<file path="config.mk">
export PLATFORM = sky130hd
export DESIGN_NAME = inst_fetch_queue
export DESIGN_NICKNAME = d
export VERILOG_FILES = /design/src/rtl/inst_fetch_queue.sv
export SDC_FILE = /design/constraint.sdc
export NUM_CORES = 1
export LEC_CHECK = 0
export BUFFER_PORTS_ARGS = -buffer_cell sky130_fd_sc_hd__buf_2
export CAP_MARGIN = 5
export CORE_MARGIN = 2
export CORE_UTILIZATION = 60
export DETAILED_ROUTE_END_ITERATION = 8
export PLACE_DENSITY = 0.81
export SLEW_MARGIN = 20
export SYNTH_ARGS = -nofsm -noshare
export SYNTH_HDL_FRONTEND = slang
export SYNTH_SLANG_ARGS = --single-unit
</file>
<file path="constraint.sdc">
create_clock -name clk -period 4.5 [get_ports clk]
set_clock_uncertainty 0.1 [all_clocks]
set_input_delay 0.45 -clock clk [delete_from_list [all_inputs] [get_ports clk]]
set_output_delay 0.45 -clock clk [all_outputs]
set_load 0.05 [all_outputs]
</file>
<file path="src/rtl/inst_fetch_queue.sv">
// In-order instruction fetch queue: issues sequential fetches, holds pc/inst slots,
// and drops in-flight responses that belong to fetches squashed by a redirect.
module inst_fetch_queue #(
  parameter int                ADDR_W   = 32,
  parameter int                INST_W   = 32,
  parameter int                DEPTH    = 4,
  parameter logic [ADDR_W-1:0] RESET_PC = '0
) (
  input  logic                         clk,
  input  logic                         rst_n,
  input  logic                         fetch_en,
  input  logic                         redirect,
  input  logic [ADDR_W-1:0]            redirect_pc,
  output logic                         imem_req_valid,
  input  logic                         imem_req_ready,
  output logic [ADDR_W-1:0]            imem_req_addr,
  input  logic                         imem_resp_valid,
  input  logic [INST_W-1:0]            imem_resp_data,
  output logic                         out_valid,
  input  logic                         out_ready,
  output logic [INST_W-1:0]            out_inst,
  output logic [ADDR_W-1:0]            out_pc,
  output logic [ADDR_W-1:0]            out_pc_next,
  output logic [$clog2(DEPTH+1)-1:0]   used
);
  localparam int                PW        = $clog2(DEPTH);
  localparam int                UW        = $clog2(DEPTH+1);
  localparam int                CW        = $clog2(2*DEPTH+1);
  localparam logic [UW-1:0]     DEPTH_U   = UW'(DEPTH);
  localparam logic [CW-1:0]     OUTST_MAX = CW'(2*DEPTH);
  localparam logic [ADDR_W-1:0] STEP      = ADDR_W'(4);

  logic [DEPTH-1:0][ADDR_W-1:0] r_pc;
  logic [DEPTH-1:0][INST_W-1:0] r_inst;
  logic [DEPTH-1:0]             r_filled;
  logic [PW-1:0]                r_head, r_tail, r_fill;
  logic [UW-1:0]                r_used;
  logic [CW-1:0]                r_outst, r_drop;
  logic [ADDR_W-1:0]            r_fetch_pc;

  logic w_acc, w_pop, w_fill;

  // The outstanding cap only bites after back-to-back redirects with a stalled
  // memory; it keeps the in-flight counters inside their 2*DEPTH range.
  assign imem_req_valid = rst_n & fetch_en & ~redirect & (r_used < DEPTH_U) & (r_outst < OUTST_MAX);
  assign imem_req_addr  = r_fetch_pc;

  assign w_acc  = imem_req_valid & imem_req_ready;
  assign w_pop  = r_filled[r_head] & out_ready;
  assign w_fill = imem_resp_valid & (r_drop == '0) & ~redirect;

  assign out_valid   = r_filled[r_head];
  assign out_inst    = r_inst[r_head];
  assign out_pc      = r_pc[r_head];
  assign out_pc_next = r_pc[r_head] + STEP;
  assign used        = r_used;

  always_ff @(posedge clk or negedge rst_n) begin
    if (!rst_n) begin
      for (int i = 0; i < DEPTH; i++) begin
        r_pc[i]   <= RESET_PC;
        r_inst[i] <= '0;
      end
      r_filled   <= '0;
      r_head     <= '0;
      r_tail     <= '0;
      r_fill     <= '0;
      r_used     <= '0;
      r_outst    <= '0;
      r_drop     <= '0;
      r_fetch_pc <= RESET_PC;
    end else begin
      r_outst    <= r_outst + CW'(w_acc) - CW'(imem_resp_valid);
      r_fetch_pc <= redirect ? redirect_pc : (w_acc ? r_fetch_pc + STEP : r_fetch_pc);
      if (redirect) begin
        // Everything still in flight after this cycle belongs to squashed fetches.
        r_drop   <= r_outst - CW'(imem_resp_valid);
        r_filled <= '0;
        r_head   <= '0;
        r_tail   <= '0;
        r_fill   <= '0;
        r_used   <= '0;
      end else begin
        if (imem_resp_valid && r_drop != '0)
          r_drop <= r_drop - CW'(1);
        if (w_acc) begin
          r_pc[r_tail] <= r_fetch_pc;
          r_tail       <= r_tail + PW'(1);
        end
        // Fill slot is always unfilled, head is filled when popping: never the same slot.
        if (w_fill) begin
          r_inst[r_fill]   <= imem_resp_data;
          r_filled[r_fill] <= 1'b1;
          r_fill           <= r_fill + PW'(1);
        end
        if (w_pop) begin
          r_filled[r_head] <= 1'b0;
          r_head           <= r_head + PW'(1);
        end
        r_used <= r_used + UW'(w_acc) - UW'(w_pop);
      end
    end
  end
endmodule

</file>
==> flow_metrics.tcl <==
set metrics [dict create \
    status "completed" \
    pwr-share-seq_pct 36.1 \
    cts_tree "done" \
    cp.required_ns 3.95 \
    cts_setup_buffers 0 \
    ant_nets 0 \
    synth_area_um2 14800 \
    grt_overflow 0 \
    cell_internal_pwr_mw 5.81 \
    cts-resized-gates 0 \
    synthCells 1104 \
    drc 0 \
    swShare_pct 40.4 \
    fin_setup_tns_ns 0 \
    period_minus_slack_ns 3.92 \
    powerDensity_nw_per_um2 572 \
    crit_arrival_ns 3.37 \
    numPortBuffers 203 \
    clk_pin_slew_worst_paths_ns 0.06 \
    rows 57 \
    irDropWorstVdd_mv 0.418 \
    area_delta_synth_final_pct 15.4 \
    final_core_util_pct 70.3 \
    num-nets-final 1387 \
    layout.cells.most_common "dfrtp_1" \
    endpoint_kind "primary output" \
    ios 204 \
    finalWirelength_um 33000 \
    maxCapViolCount 0 \
    use_met1_pct 33.9 \
    drive_above_1_share_pct 43.5 \
    via_per_inst 5.99 \
    cts_buffers 31 \
    timing.fmax_ghz 0.255 \
    syn_area_per_cell_um2 13.4 \
    timing.final.max_slew_violations 0 \
    ys_ff_latch 309 \
    drt_first_pass_iters 5 \
    initial_core_util_pct 60.9 \
    worstSetupPathType "register to primary output" \
    synth-edff-count 0 \
    p_switching_mw 3.93 \
    gp_congestion 0.849 \
    power_frac_comb_pct 38.1 \
    hold_viol 0 \
    drt_first_iter_violations 696 \
    rsz0062_at_grt "false" \
    grt.met2_usage_pct 45.4 \
    slew_headroom_pct 27.8 \
    start_kind "register" \
    synthDistinctLibCells 58 \
    core_area_um2 24200 \
    synth_seq_area_share_pct 52.3 \
    hold_buffers 7 \
    grt_pass1_vias 10224 \
    die_h_um 161 \
    p_leak_nw 8.34 \
    clkLatencyLatePin_ns 0.56 \
    antenna_found_initial 1 \
    grt_pass1_wl_um 53900 \
    clockBufferDepth 3 \
    fin_crit_sh_pct 87.1 \
    num_vias 9799 \
    die_w_um 161 \
    tightest_slew_ns 1.08 \
    hpwl_um 21600 \
    die_area_um2 25900 \
    track_usage_pct 26.0 \
    synth_fp_nets 1202 \
    final_cells 1635 \
    setup_viol 0 \
    pwr-share-clk_pct 25.8 \
    grt_max_degree 147 \
    grt-busiest-layer "met2" \
    root_buffer "clkbuf_16" \
    ys_warn_count 0 \
    synthArstFlopShare_pct 100 \
    clkSinkCount 309 \
    cts.htree.levels 1 \
    met3_usage_pct 5.11 \
    crit_fanout 27 \
    hp-class "primary input to register" \
    yosys_most_used_dff "dfrtp_1" \
    wl_per_cell_um 20.2 \
    dp.cells 1573 \
    layout_common_cells "dfrtp_1, mux2_2, buf_2" \
]
-- power groups by stage --
stage	Sequential, mW	Combinational, mW	Clock, mW
after floorplan	3.54	2.87	0
after global placement	3.53	3.65	0
after detailed placement	3.55	3.71	0
after CTS	3.51	3.73	2.56
after global routing	3.57	3.91	2.68
final	3.51	3.72	2.52
-- registers in the layout (all words and copies together) (netlist names) --
name	cells
r_fill	2
r_inst	128
r_tail	2
imem_req_addr	32
r_filled	4
r_pc	128
used	3
r_drop	4
r_outst	4
r_head	2
-- layout make-up --
| class | instances | area, um2 |
|---|---|---|
| Clock inverter | 7 | 103 |
| Clock buffer | 47 | 886 |
| Timing Repair Buffer | 228 | 1240 |
| Antenna cell | 1 | 2.50 |
| Inverter | 28 | 105 |
| Multi-Input combinational cell | 691 | 6560 |
| Tap cell | 324 | 405 |
| Fill cell | 1642 | 7200 |
| Sequential cell | 309 | 7740 |
-- per-stage QoR --
stage / total power [mW] / cell area (um2) / setup WS, ns / hold WS, ns
2_1_floorplan: 6.41 / 14800 / 1.13 / 0.0544
3_3_place_gp: 7.18 / 16000 / 1.18 / 0.182
3_5_place_dp: 7.26 / 16000 / 1.15 / 0.187
4_1_cts: 9.80 / 17000 / 0.546 / 0.000561
5_1_grt: 10.2 / 17000 / 0.450 / 0.00259
6_report: 9.75 / 17000 / 0.580 / 0.0177
-- per-layer routing --
metal,wire (um),vias up
li1,-,4363
met1,13500,5061
met2,16900,309
met3,1910,66
met4,713,0
met5,0,-
-- cells by family after synthesis --
group,after synthesis,share of synthesized area [%]
adder cells (fa/ha/maj),27,2.39
AO/OA/AOI/OAI,98,3.95
multiplexers,290,27.0
AND/OR/NAND/NOR,227,8.15
XOR/XNOR,49,2.90
buffers and inverters,104,3.24
flip-flops,309,52.3
-- Yosys cell counts (5+ instances only) --
cell type | count | area (um2)
nand3_1 | 18 | 90.1
o21ai_0 | 59 | 295
buf_6 | 5 | 56.3
inv_1 | 27 | 101
nand2b_1 | 6 | 37.5
nand2_1 | 98 | 368
and2_1 | 5 | 31.3
clkbuf_1 | 27 | 101
buf_2 | 12 | 60.1
nor2_1 | 28 | 105
xor2_1 | 22 | 193
and3_1 | 9 | 56.3
a31oi_1 | 5 | 31.3
xnor2_1 | 27 | 236
a21oi_1 | 7 | 35.0
nand4_1 | 19 | 119
mux2_2 | 222 | 2500
nor4_1 | 8 | 50.1
buf_1 | 27 | 101
ha_1 | 25 | 313
o311ai_0 | 5 | 43.8
mux4_2 | 65 | 1460
o211ai_1 | 6 | 45.0
dfrtp_1 | 309 | 7730
a22oi_1 | 6 | 45.0
-- path summary, 6_finish.rpt --
| path | start | end | slack [ns] | depth (start not counted) |
|---|---|---|---|---|
| setup / recovery | r_head[1] | out_pc_next[29] | 0.58 | 7 |
| hold / removal | redirect_pc[27] | imem_req_addr[27] | 0.02 | 3 |
| setup reg to reg | r_head[1] | used[2] | 1.18 | 10 |
| hold reg to reg | r_pc[122] | r_pc[122] | 0.37 | 2 |
| max in group asynchronous | rst_n | r_inst[12] | 2.03 | 4 |
| min in group asynchronous | rst_n | imem_req_addr[8] | 0.20 | 2 |
-- worst max-delay path, cell delays in order, from the launching register on --
cell	delay, ns
dfrtp_2	0.84
buf_4	0.45
mux4_2	0.45
and3_1	0.21
and3_1	0.19
and4bb_1	0.21
xor2_1	0.16
buf_2	0.29
Power figures use the tool's default switching activity.
